## src/rtl/char_buffer_ctrl.sv

```systemverilog
// char_buffer_ctrl: character RAM with direct/cursor writes, a full-buffer clear engine and pipelined reads
module char_buffer_ctrl #(
    parameter int                DATA_W       = 7,
    parameter int                ADDR_W       = 8,
    parameter int                READ_LATENCY = 1,
    parameter logic [DATA_W-1:0] CLEAR_VAL    = '0
) (
    input  logic              clk,
    input  logic              reset,
    input  logic              wr_en,
    input  logic [ADDR_W-1:0] wr_addr,
    input  logic [DATA_W-1:0] wr_data,
    input  logic              cur_wr,
    input  logic              cur_set,
    input  logic [ADDR_W-1:0] cur_addr_in,
    output logic [ADDR_W-1:0] cur_addr,
    input  logic              clr_start,
    output logic              busy,
    output logic              clr_done,
    output logic              wr_drop,
    input  logic              rd_en,
    input  logic [ADDR_W-1:0] rd_addr,
    output logic [DATA_W-1:0] rd_data,
    output logic              rd_valid
);
    localparam int DEPTH = 2**ADDR_W;
    typedef enum logic {IDLE, CLEAR} state_t;
    state_t            r_state, w_state_nxt;
    logic [ADDR_W-1:0] r_clr_addr, r_cur_addr, w_waddr;
    logic [DATA_W-1:0] w_wdata, r_rd_data1;
    logic [DATA_W-1:0] r_mem [DEPTH];
    logic              r_clr_done, r_wr_drop, r_rd_v1;
    logic              w_busy, w_clr_last, w_we, w_drop, w_cur_acc;
    if (READ_LATENCY != 1 && READ_LATENCY != 2) begin : g_bad_latency
        $error("char_buffer_ctrl: READ_LATENCY must be 1 or 2");
    end
    always_comb begin
        w_busy      = r_state == CLEAR;
        w_clr_last  = w_busy && (&r_clr_addr);
        w_state_nxt = w_busy ? (w_clr_last ? IDLE : CLEAR) : (clr_start ? CLEAR : IDLE);
        w_cur_acc   = !w_busy && cur_wr && !wr_en;
        w_drop      = w_busy ? (wr_en || cur_wr) : (wr_en && cur_wr);
        w_we        = !reset && (w_busy || wr_en || cur_wr);
        w_waddr     = w_busy ? r_clr_addr : (wr_en ? wr_addr : r_cur_addr);
        w_wdata     = w_busy ? CLEAR_VAL : wr_data;
    end
    always_ff @(posedge clk) begin
        if (reset) begin
            r_state    <= IDLE;
            r_clr_addr <= '0;
            r_cur_addr <= '0;
            r_clr_done <= 1'b0;
            r_wr_drop  <= 1'b0;
            r_rd_v1    <= 1'b0;
            r_rd_data1 <= '0;
        end else begin
            r_state    <= w_state_nxt;
            r_clr_addr <= w_busy ? r_clr_addr + ADDR_W'(1) : '0;
            r_cur_addr <= cur_set ? cur_addr_in : (w_cur_acc ? r_cur_addr + ADDR_W'(1) : r_cur_addr);
            r_clr_done <= w_clr_last;
            r_wr_drop  <= w_drop;
            r_rd_v1    <= rd_en;
            if (rd_en) r_rd_data1 <= r_mem[rd_addr];
        end
    end
    // RAM contents survive reset; reads see pre-write data on an address collision
    always_ff @(posedge clk) begin
        if (w_we) r_mem[w_waddr] <= w_wdata;
    end
    if (READ_LATENCY == 2) begin : g_lat2
        logic [DATA_W-1:0] r_rd_data2;
        logic              r_rd_v2;
        always_ff @(posedge clk) begin
            if (reset) begin
                r_rd_v2    <= 1'b0;
                r_rd_data2 <= '0;
            end else begin
                r_rd_v2 <= r_rd_v1;
                if (r_rd_v1) r_rd_data2 <= r_rd_data1;
            end
        end
        assign rd_data  = r_rd_data2;
        assign rd_valid = r_rd_v2;
    end else begin : g_lat1
        assign rd_data  = r_rd_data1;
        assign rd_valid = r_rd_v1;
    end
    assign busy     = w_busy;
    assign clr_done = r_clr_done;
    assign wr_drop  = r_wr_drop;
    assign cur_addr = r_cur_addr;
endmodule

```

## config.mk

```make
export PLATFORM = sky130hd
export DESIGN_NAME = char_buffer_ctrl
export DESIGN_NICKNAME = d
export VERILOG_FILES = /design/src/rtl/char_buffer_ctrl.sv
export SDC_FILE = /design/constraint.sdc
export NUM_CORES = 2
export LEC_CHECK = 0
export BUFFER_PORTS_ARGS = -buffer_cell sky130_fd_sc_hd__buf_4
export CAP_MARGIN = 0
export CELL_PAD_IN_SITES_DETAIL_PLACEMENT = 1
export CELL_PAD_IN_SITES_GLOBAL_PLACEMENT = 2
export CORE_UTILIZATION = 25
export DETAILED_ROUTE_END_ITERATION = 6
export PLACE_DENSITY_LB_ADDON = 0.1
export SETUP_SLACK_MARGIN = 0.02
export SLEW_MARGIN = 20
export SYNTH_ARGS = -nofsm -noshare
export SYNTH_HDL_FRONTEND = slang
export SYNTH_SLANG_ARGS = --single-unit
```

## constraint.sdc

```tcl
create_clock -name clk -period 11.2 [get_ports clk]
set_input_delay 0.56 -clock clk [delete_from_list [all_inputs] [get_ports clk]]
set_output_delay 0.56 -clock clk [all_outputs]
set_load 0.1 [all_outputs]
```

==> results_dict.tcl <==
set metrics [dict create \
    p_per_area_nw_per_um2 185 \
    synth_top_flop_cell "edfxtp_1" \
    cts_sinks 1819 \
    p_total_mw 15.5 \
    cts_root_buf "clkbuf_16" \
    io_pins 57 \
    synth_edf_count 1792 \
    ys_types 53 \
    whs_ns 0.0806 \
    viasPerCell 4.62 \
    r2r-end "r_mem[152][6]$_DFFE_PP_" \
    clock_latency_ns 0.88 \
    drive_gt1_share_pct 23.9 \
    core-area_um2 283000 \
    yosys_warnings 0 \
    synth_nets 3668 \
    drc_errors 0 \
    power.static_leakage_nw 25.7 \
    grt_pass1_wl_mm 327 \
    placed_cell_area_um2 76400 \
    wl_per_cell_um 30.4 \
    synth.area.top_cells "edfxtp_1 (75%), mux4_2 (11%), mux2i_1 (2.5%), mux2_2 (2.1%), nor2_1 (1.9%)" \
    holdPathStages 3 \
    synth_top_area_share_pct 75.3 \
    ys_ff_latch 1819 \
    hold_path.startpoint "cur_set" \
    start_util_pct 25.2 \
    slew_viol_final 0 \
    fin_crit_ns 4.56 \
    cap_violations 0 \
    place_congestion 0.713 \
    synth_largest_area_cell "edfxtp_1" \
    dp.final_hpwl_mm 143 \
    r2r_setup_slack_ns 7.11 \
    synth_cells 3628 \
    cts_tree "yes" \
    grt_use_total_pct 16.2 \
    path_max_fanout 65 \
    port_buffers 56 \
    cts_buffers 216 \
    fillerInstances 28625 \
    critPathArrivalTime_ns 5.24 \
    critical_path_class "in -> reg" \
    die_h_um 537 \
    ant_nets 0 \
    fmax_mhz 219 \
    cp-start-kind "primary input" \
    synth_area_um2 71500 \
    grt_start_max_net_pins 192 \
    reg2reg_from "busy$_SDFF_PP0_" \
    nets 3829 \
    vias 35683 \
    dr.pass1.iters 7 \
    die_width_um 537 \
    worstPathRequired_ns 11.88 \
    peakVddDrop_uv 113 \
    ctsHtreeMaxLevel 4 \
    grt_setup_unrepaired "false" \
    drt_iter0_drc 2817 \
    syn_avg_cell_area_um2 19.7 \
    tightest_slew_ns 1.18 \
    hold_class "in -> reg" \
    reg2reg_depth 5 \
    min_to "cur_addr[4]$_SDFFE_PP0P_" \
    clk_path_buf_depth 4 \
    grt_overflow 0 \
    synthArstFlopShare_pct 0 \
    yosysSeqAreaShare_pct 76.1 \
    antenna_found_initial 20 \
    grt_pass1_vias 38315 \
    clock_skew_ns 0.0380 \
    synth_common_cells "edfxtp_1 (1792), nor2_1 (354), mux4_2 (334)" \
    hold_viol 0 \
    cts_resized 0 \
    tns_ns 0 \
    clk_pin_slew_worst_paths_ns 0.06 \
    finalSetupViolCount 0 \
    wl_mm 234 \
    num_rows 195 \
    status "complete, no violations" \
    dieArea_um2 288000 \
    area_growth_pct 16.9 \
    yosysMostFrequentCell "edfxtp_1" \
    endpoint_kind "register" \
    fin_crit_sh_pct 40.7 \
    relSlewSlack_pct 21.2 \
    fin_area_um2 83500 \
]
[where the power goes]
group | switching [mW] | internal, mW
Combinational | 0.611 | 0.245
Clock | 2.93 | 4.12
Sequential | 0.0164 | 7.53
[kinds of logic after synthesis]
kind of cell / after synthesis / share of synthesized area (%)
XOR/XNOR: 12 / 0.147
AO/OA/AOI/OAI: 326 / 3.40
AND/OR/NAND/NOR: 600 / 3.54
buffers and inverters: 220 / 1.64
multiplexers: 649 / 15.2
adder cells (fa/ha/maj): 2 / 0.0350
flip-flops: 1819 / 76.1
[worst max path at each step]
stage	startpoint	end	slack (ns)	cells past startpoint
3_3_place_gp	rd_addr[1]	rd_data[0]$_SDFFE_PP0P_	5.58	9
6_report	rd_addr[1]	rd_data[4]$_SDFFE_PP0P_	6.64	9
3_5_place_dp	rd_addr[1]	rd_data[4]$_SDFFE_PP0P_	5.83	9
2_1_floorplan	busy$_SDFF_PP0_	r_mem[0][0]$_DFFE_PP_	2.18	4
5_1_grt	rd_addr[1]	rd_data[4]$_SDFFE_PP0P_	6.59	9
4_1_cts	rd_addr[1]	rd_data[4]$_SDFFE_PP0P_	6.78	9
[state kept, by name (all words and copies together) (netlist names)]
signal,cells
r_clr_addr,8
r_mem,1792
rd_data,7
wr_drop,1
rd_valid,1
busy,1
cur_addr,8
clr_done,1
[routing by layer]
metal / vias up / global-route usage [%] / share of wire, %
met3: 268 / 2.33 / 3.8
met4: 4 / 3.34 / 2.0
met1: 19530 / 23.4 / 48
met2: 629 / 25.8 / 46
met5: - / 0 / 0.010
li1: 15252 / - / -
[placed cells by master (no fill, tap or decap), types with 40 or more instances in the layout]
| cell | instances |
|---|---|
| mux2i_1 | 180 |
| mux4_2 | 334 |
| nand2_1 | 111 |
| o221ai_1 | 55 |
| nor2_1 | 352 |
| o22ai_1 | 41 |
| clkbuf_16 | 218 |
| clkinv_1 | 51 |
| clkinv_2 | 40 |
| buf_4 | 133 |
| edfxtp_1 | 1792 |
| nand3_1 | 45 |
| clkbuf_1 | 47 |
| a22oi_1 | 44 |
| mux2_2 | 135 |
[worst max-delay path, stage by stage]
cell and delay [ns]:
buf_8 0.50, buf_4 0.49, buf_4 0.68, mux4_2 0.46
mux2_2 0.31, a2111oi_0 0.95, a221oi_1 0.40, o2111ai_1 0.53
o211ai_1 0.20
[per-stage QoR]
step | std cells | util (%) | setup WS (ns)
detailed placement | 7301 | 27.0 | 5.83
finish | 7716 | 29.5 | 6.64
floorplan | 3628 | - | 2.18
CTS | 7710 | 29.5 | 6.78
global placement | 7298 | 26.9 | 5.58
global route | 7712 | 29.5 | 6.59
[repair_timing]
item | CTS | global route
buffers inserted | 0 | 0
endpoints found under the hold margin | 10 | 0
hold buffers | 12 | 0
[layout make-up]
type / count / area (um^2) / area share, %
antenna: 5 / 12.5 / 0.0150
clock buffer: 265 / 5630 / 6.75
clock inverter: 132 / 1330 / 1.59
inverter: 3 / 13.8 / 0.0165
multi-input combinational: 1589 / 16100 / 19.3
sequential: 1819 / 54400 / 65.1
tap: 3743 / 4680 / 5.61
timing repair buffer: 160 / 1380 / 1.66
Note: power is estimated with default switching activity, not from simulation.
